--- config.mk ---
export PLATFORM = sky130hd
export DESIGN_NAME = pending_encoder
export DESIGN_NICKNAME = d
export VERILOG_FILES = /design/src/rtl/pending_encoder.sv
export SDC_FILE = /design/constraint.sdc
export NUM_CORES = 1
export LEC_CHECK = 0
export BUFFER_PORTS_ARGS = -buffer_cell sky130_fd_sc_hd__buf_2
export CAP_MARGIN = 20
export CORE_AREA = 2 2 41 43
export CTS_CLUSTER_DIAMETER = 30
export DETAILED_ROUTE_END_ITERATION = 10
export DIE_AREA = 0 0 43 45
export HOLD_SLACK_MARGIN = 0.1
export PLACE_DENSITY = 0.78
export RECOVER_POWER = 100
export SYNTH_ARGS = -nofsm -noshare
export SYNTH_HDL_FRONTEND = slang
export SYNTH_SLANG_ARGS = --single-unit
--- constraint.sdc ---
create_clock -name clk -period 1.58 [get_ports clk]
set_input_delay 0.316 -clock clk [delete_from_list [all_inputs] [get_ports clk]]
set_output_delay 0.316 -clock clk [all_outputs]
set_load 0.03 [all_outputs]
--- src/rtl/pending_encoder.sv ---
// Sequential N:1 encoder: captures request pulses into a pending register and
// hands them out one binary index per cycle, lowest first, over valid/ready.
module pending_encoder #(
  parameter  int N = 8,
  localparam int W = $clog2(N)
) (
  input  logic         clk,
  input  logic         rst_n,
  input  logic         ena,
  input  logic [N-1:0] req,
  input  logic         ready,
  output logic         valid,
  output logic [W-1:0] out,
  output logic [N-1:0] pending,
  output logic         busy
);

  typedef enum logic {IDLE, HOLD} state_t;

  localparam logic [N-1:0] ONE = N'(1);

  state_t       state_q, state_d;
  logic [N-1:0] pending_q, pending_d;
  logic [W-1:0] out_q, out_d;
  logic [N-1:0] reqMasked;
  logic [N-1:0] clrMask;
  logic [W-1:0] sel;
  logic         load;

  assign reqMasked = ena ? req : '0;
  assign load      = (|pending_q) & ((state_q == IDLE) | ready);

  // Descending scan so the lowest set bit is the last one to win.
  always_comb begin
    sel = '0;
    for (int i = N - 1; i >= 0; i--) begin
      if (pending_q[i]) sel = W'(i);
    end
  end

  // Clearing the loaded bit before OR-ing new requests lets a same-cycle
  // re-request of that bit survive and be emitted again later.
  assign clrMask   = load ? (ONE << sel) : '0;
  assign pending_d = (pending_q & ~clrMask) | reqMasked;

  always_comb begin
    state_d = state_q;
    out_d   = out_q;
    case (state_q)
      IDLE: begin
        if (load) begin
          state_d = HOLD;
          out_d   = sel;
        end
      end
      HOLD: begin
        if (ready && load) begin
          out_d = sel;
        end else if (ready) begin
          state_d = IDLE;
        end
      end
      default: state_d = IDLE;
    endcase
  end

  always_ff @(posedge clk or negedge rst_n) begin
    if (!rst_n) begin
      state_q   <= IDLE;
      pending_q <= '0;
      out_q     <= '0;
    end else begin
      state_q   <= state_d;
      pending_q <= pending_d;
      out_q     <= out_d;
    end
  end

  assign valid   = (state_q == HOLD);
  assign out     = out_q;
  assign pending = pending_q;
  assign busy    = (|pending_q) | valid;

endmodule
* Yosys cells after proc, flatten, opt, wreduce, memory -nomap -nowiden *
Cells that the tools add are included.
Widths: inputs -> output; s select.

cells by class
  equal/unequal tests = 2
  $mul = 0
  reductions and logical operators = 3
  bitwise operators = 7
  shifts and indexed selects = 1
  $lt $le $gt $ge = 0
  muxes and demuxes = 17
  divide/modulo/power cells = 0
  add/subtract/negate cells = 0

operators with widths
  cell                 count
  $mux 3               10
  $mux 8               2
  $and 8x8->8          1
  $not 8->8            1
  $or 8x8->8           1
  $reduce_or 8->1      1
  $shl 1x3->8 const A  1
  $pmux 3 s2           1
  $mux 1               3
  $ne 2x1->1 const B   1
  $ne 2x2->1 const B   1
  $or 1x1->1           2
  $pmux 1 s2           1
  $reduce_and 2->1     1
  $and 1x1->1          1
  $logic_and 1x1->1    1
  $not 1->1            1

word-level totals
  bits in registers = 12
  word-level logic and storage cells = 33
  output and inout bits = 13
  memory bits (writable) = 0
  latch bits = 0
  bits in read-only memories = 0
  memories = 0

* Logic depth before layout (Yosys ltp) *
Gate-level depths: netlist of the first run.

  depth after elaboration = 13
  depth in mapped cells = 4
  mapped depth without buffers = 4

* Worst setup path before layout of the first run *
Ideal clock, no wire load.

  path type = reg2out
  start = register pending_q[2] (netlist: pending[2])
  end = output busy
  stages on the path, launching flop included = 3
  path slack = -349 ps
  data arrival time = 1,613 ps
  cell sequence = dfrtp_1 -> or4_4 -> or3_1

on the way
  longest elaborated chain between the ends = 2

RTL lines
  element                   RTL line  source
  start: declaration        23        logic [N-1:0] pending_q, pending_d;
  start signal: assignment  74        pending_q <= pending_d;
  $reduce_or 8->1           82        assign busy = (|pending_q) | valid;
  $or 1x1->1                82
  end: declaration          15        output logic busy

No other way between the ends.

* Final worst setup path of the first run *
  start = register pending_q[5] (netlist: pending[5])
  end = output busy

The elaborated chain is that of the path after synthesis.

==> results of run 1 <==
-- flip-flops by register name (all words and copies together), names as in the netlist --
register  cells
out           3
pending       8
valid         1
-- how the worst max path moves through the flow --
stage	startpoint	to	slack (ns)	cells after the start
after floorplan	pending[5]	busy	-0.21	2
after global placement	pending[5]	busy	-0.18	3
after detailed placement	pending[5]	busy	-0.19	3
after CTS	pending[5]	busy	-0.46	3
after global routing	pending[5]	busy	-0.49	3
final	pending[5]	busy	-0.46	3
-- cell usage after synthesis --
cell	number	area share
dfrtp_1	12	0.54
nand2_1	8	0.054
a22o_1	4	0.063
nor2_1	4	0.027
nand2b_1	3	0.034
o21ai_0	3	0.027
o31ai_1	3	0.040
a21oi_1	2	0.018
nor4_1	2	0.022
or3_1	2	0.022
a221oi_2	1	0.027
a22o_2	1	0.018
clkbuf_1	1	0.0067
inv_1	1	0.0067
nand3_1	1	0.0089
nor2b_1	1	0.011
o2111ai_1	1	0.016
o21a_1	1	0.013
o21ai_2	1	0.016
or4_1	1	0.013
or4_4	1	0.020
-- power by group through the flow --
| stage | logic, uW | registers, uW | clock network (uW) |
|---|---|---|---|
| 3_3_place_gp | 194 | 351 | 0 |
| 3_5_place_dp | 199 | 354 | 0 |
| 2_1_floorplan | 47.7 | 417 | 0 |
| 4_1_cts | 204 | 348 | 248 |
| 6_report | 221 | 348 | 244 |
| 5_1_grt | 238 | 352 | 263 |
-- cells by family (layout without fill, tap and decap cells) --
logic type	count (synthesis)	after routing	synth area share
AO/OA/AOI/OAI	17	17	0.2371
buffers and inverters	2	43	0.01341
flip-flops	12	12	0.5369
AND/OR/NAND/NOR	23	23	0.2125
-- layer usage --
layer	vias to the layer above	GRT usage	wire, um
met2	24	0.3091	801
met1	291	0.2443	683
met4	0	0.05455	25
met5	-	0	0
met3	4	0.03600	97
li1	285	-	-
-- worst max-delay path, stage by stage (launching register included) --
cell	delay (ns)
dfrtp_2	0.40
or4_4	0.53
or3_4	0.38
buf_6	0.14
-- metrics by stage --
| step | power, uW | cell area, um2 |
|---|---|---|
| 2_1_floorplan | 464.6 | 575.6 |
| 3_3_place_gp | 545.7 | 794.5 |
| 3_5_place_dp | 553.0 | 794.5 |
| 4_1_cts | 800.3 | 853.3 |
| 5_1_grt | 853.4 | 899.6 |
| 6_report | 813.2 | 899.6 |
-- area by class of cell --
type,count,area [um2],share of cell area
flip-flops and latches,12,307.8,0.3421
inverters,1,3.754,0.004172
multi-input cells,40,309.0,0.3435
repair buffers,38,222.7,0.2476
well taps,16,20.02,0.02225
clock buffers,4,36.28,0.04033
-- timing repair --
item,in CTS,in global routing
buffers inserted,0,2
resized for setup,3,9
setup endpoints to repair,2,7
endpoints found under the hold margin,12,0
pin swaps,0,4
hold buffers,1,0
==> impl_metrics.yaml, run 1 <==
outcome:
  status: "finished with violations"
  violations: "negative setup slack"
routing:
  detail_route.first_pass.iterations: 6
  wl_per_cell_um: 14.49
  vias: 604
  drt_iter0_drc: 22
  antenna_left: 0
  drc: 0
  routed_wirelength_um: 1608
  via_per_inst: 5.441
layout:
  drive_gt1_frac: 0.4737
  layout_commonest_cell: "clkbuf_1"
  layout_common_cells: "clkbuf_1 (13), buf_2 (11), buf_4 (10)"
  finalNetCount: 108
  fin_util: 0.6114
  fillers: 140
  antennaDiodeCount: 0
  fin_cells: 111
  syn_to_final_growth_pct: 60.85
worst_hold_path:
  holdPathEnd: "pending[4]"
  hold-path-cell-count: 3
  min_from: "req[4]"
  worstHoldPathType: "in -> reg"
worst_setup_path:
  crit_path_start_kind: "flip-flop"
  critical_path_arrival_ns: 1.72
  rr_worst_depth: 3
  endpoint_kind: "output port"
  crit_type: "reg -> out"
  reg2reg_slack_ns: 0.02
  r2r-end: "valid"
  r2r_start: "pending[3]"
  crit_fanout: 2
  required_ns: 1.26
clock_network:
  cts_inserted_buffers: 3
  clk_latency_ns: 0.27
  cts_tree: "built"
  clk_path_buf_depth: 2
  htreeDepth: 1
  path_clk_slew_ns: 0.08
  clockRootBuffer: "clkbuf_4"
  clock_sinks: 12
power_and_ir_drop:
  seqPwrFrac: 0.428
  p_comb_frac: 0.272
  clkPwrFrac: 0.301
  p_leak_uw: 0.0003895
  power.net_switching_uw: 264.1
  intPower_uw: 549.1
  p_per_area_mw_per_mm2: 903.9
  ir_worst_vdd_uv: 531.1
  swShare: 0.3247
grt:
  grt_max_degree: 13
  antenna_found_initial: 0
  grt_pass1_wl_um: 2601
  grtUsageTotal: 0.1841
  grt_pass1_vias: 576
  overflow: 0
floorplan:
  die_w_um: 43
  row_count: 14
  die_h_um: 45
  initial_utilization: 0.3801
  core_mm2: 0.001471
  dieArea_mm2: 0.001935
  boundaryPins: 25
sta:
  fin_skew_ns: 0.0007435
  grt_setup_unrepaired: "yes"
  slew_violations: 0
  setup_tns_ns: -0.4569
  slew_headroom: 0.5606
  min_period_ns: 2.037
  finalHoldViolations: 0
  tightest_slew_ns: 0.6591
  finalSetupViolCount: 1
  fmax_ghz: 0.4909
  post-route-period-util: 1.289
  hold_slack_ns: 0.2347
  setup_ws_ns: -0.4569
placed_design:
  dp_hpwl_um: 1140
  gp_congestion: 0.8299
  dp_slack_ns: -0.1901
  placed_cells: 104
  numPortBuffers: 24
flow_run:
  cap_violations: 0
yosys:
  ys_seq_area_frac: 0.5369
  ys_types: 21
  synthesis.nets: 66
  yosys_warnings: 0
  synth-seq-cells: 12
  syn_area_per_cell_um2: 10.36
  syn_area_um2: 559.3
  syn_inst: 54
(Power assumes the default switching activity.)
==> run 2: changes to the inputs <==
--- a/config.mk
+++ b/config.mk
@@ -11,6 +11,7 @@
 export CTS_CLUSTER_DIAMETER = 30
 export DETAILED_ROUTE_END_ITERATION = 10
 export DIE_AREA = 0 0 43 45
+export GPL_TIMING_DRIVEN = 0
 export HOLD_SLACK_MARGIN = 0.1
 export PLACE_DENSITY = 0.78
 export RECOVER_POWER = 100
==> run 2 against run 1 <==
The flow still finishes with violations (negative setup slack). Non-clock buffer count shrank 5. Critical path depth unchanged. Core utilization shrank 5.6 points. Clock power down 21%. Worst setup slack worse by 0.023 ns. Power shrank 9.8%. Cell area decreased by 9.2%. First-iteration DRC count down 59%. Cell count decreased by 4.5%. Count of clock-buffer cells in the layout did not move. Highest routed layer unchanged.
==> impl_metrics.yaml, run 2 (synthesis gave the netlist of run 1 again) <==
outcome:
  status: "finished with violations"
  violations: "negative setup slack"
power_and_ir_drop:
  p_leak_uw: 0.0003390
  seqPwrFrac: 0.484
  intPower_uw: 494.2
  ir_worst_vdd_uv: 601.9
  p_per_area_mw_per_mm2: 897.9
  power.net_switching_uw: 239.4
  swShare: 0.3264
  clkPwrFrac: 0.262
  power_uw: 733.6
  p_comb_frac: 0.254
grt:
  overflow: 0
  antenna_found_initial: 0
  grtUsageTotal: 0.1617
  grt_use_met2: 0.2364
  met1_usage: 0.2278
  grt_pass1_vias: 526
  grt_max_degree: 13
  grt_pass1_wl_um: 2311
  met3_usage: 0.06000
  busiest_layer: "met2"
clock_network:
  cts_tree: "built"
  cts_inserted_buffers: 3
  clockRootBuffer: "clkbuf_4"
  clk_latency_ns: 0.27
  clk_path_buf_depth: 2
  htreeDepth: 1
  clock_sinks: 12
  path_clk_slew_ns: 0.07
routing:
  via_per_inst: 5.311
  vias: 563
  drc: 0
  drt_iter0_drc: 9
  antenna_left: 0
  detail_route.first_pass.iterations: 4
  routed_wirelength_um: 1448
  wl_per_cell_um: 13.66
sta:
  tightest_slew_ns: 0.6265
  slew_headroom: 0.5823
  setup_ws_ns: -0.4796
  post-route-period-util: 1.304
  min_period_ns: 2.060
  hold_slack_ns: 0.2444
  grt_setup_unrepaired: "yes"
  slew_violations: 0
  fmax_ghz: 0.4855
  fin_skew_ns: 0.004042
  setup_tns_ns: -0.6944
  finalHoldViolations: 0
  finalSetupViolCount: 6
floorplan:
  row_count: 14
  initial_utilization: 0.3801
  boundaryPins: 25
  die_h_um: 45
  dieArea_mm2: 0.001935
  die_w_um: 43
  core_mm2: 0.001471
layout:
  fillers: 146
  drive_gt1_frac: 0.4000
  syn_to_final_growth_pct: 46.09
  finalNetCount: 103
  fin_area_um2: 817.0
  layout_commonest_cell: "clkbuf_1"
  antennaDiodeCount: 0
  layout_common_cells: "clkbuf_1 (13), buf_2 (9), nand2_1 (8)"
  largest_reg_flops: 8
worst_setup_path:
  crit_type: "reg -> out"
  critical_path_arrival_ns: 1.74
  reg2reg_slack_ns: -0.07
  crit_fanout: 2
  crit_path_start_kind: "flip-flop"
  r2r_start: "pending[3]"
  required_ns: 1.26
  endpoint_kind: "output port"
  rr_worst_depth: 4
  r2r-end: "valid"
placed_design:
  place_area_um2: 710.7
  dp_hpwl_um: 972
  gp_congestion: 0.7958
  dp_slack_ns: -0.2627
  numPortBuffers: 23
worst_hold_path:
  min_from: "req[4]"
  worstHoldPathType: "in -> reg"
  hold-path-cell-count: 3
  holdPathEnd: "pending[4]"
flow_run:
  cap_violations: 0
## run 2: power by group through the flow
stage	clock network (uW)	registers (uW)	logic, uW
after floorplan	0	417	47.7
after global placement	0	370	149
after detailed placement	0	371	153
after CTS	200	355	180
after global routing	219	360	201
final	192	355	186
## run 2: final cells by class
| class | count | area [um2] | area share |
|---|---|---|---|
| Sequential cell | 12 | 307.8 | 0.3767 |
| Multi-Input combinational cell | 40 | 274.0 | 0.3354 |
| Clock buffer | 4 | 26.28 | 0.03216 |
| Tap cell | 16 | 20.02 | 0.02450 |
| Timing Repair Buffer | 32 | 181.4 | 0.2221 |
| Inverter | 1 | 3.754 | 0.004594 |
| Buffer | 1 | 3.754 | 0.004594 |
## run 2: repair_timing
item,in CTS,in global routing
buffers inserted,6,2
resized for setup,2,4
endpoints found under the hold margin,12,0
pin swaps,3,3
hold buffers,1,0
setup endpoints to repair,1,6
## run 2: how the worst max path moves through the flow
stage	slack, ns	start	endpoint	depth (start not counted)
6_report	-0.48	pending[3]	busy	3
5_1_grt	-0.52	pending[3]	busy	3
4_1_cts	-0.48	pending[2]	busy	3
3_5_place_dp	-0.26	pending[5]	busy	3
3_3_place_gp	-0.26	pending[5]	busy	3
2_1_floorplan	-0.21	pending[5]	busy	2
## run 2: worst max-delay path, cell delays in order (launching register included)
cell and delay [ns]:
dfrtp_2 0.40, or4_4 0.55, or3_4 0.38, buf_6 0.14
## run 2: layer usage
| metal | vias to the layer above | part of all wire |
|---|---|---|
| li1 | 276 | - |
| met1 | 267 | 0.46 |
| met5 | - | 0 |
| met3 | 2 | 0.066 |
| met2 | 18 | 0.47 |
| met4 | 0 | 0.0090 |
## run 2: stage by stage
step	std cells	utilization
3_3_place_gp	93	0.4830
3_5_place_dp	93	0.4830
5_1_grt	106	0.5553
4_1_cts	104	0.5425
6_report	106	0.5553
2_1_floorplan	54	-
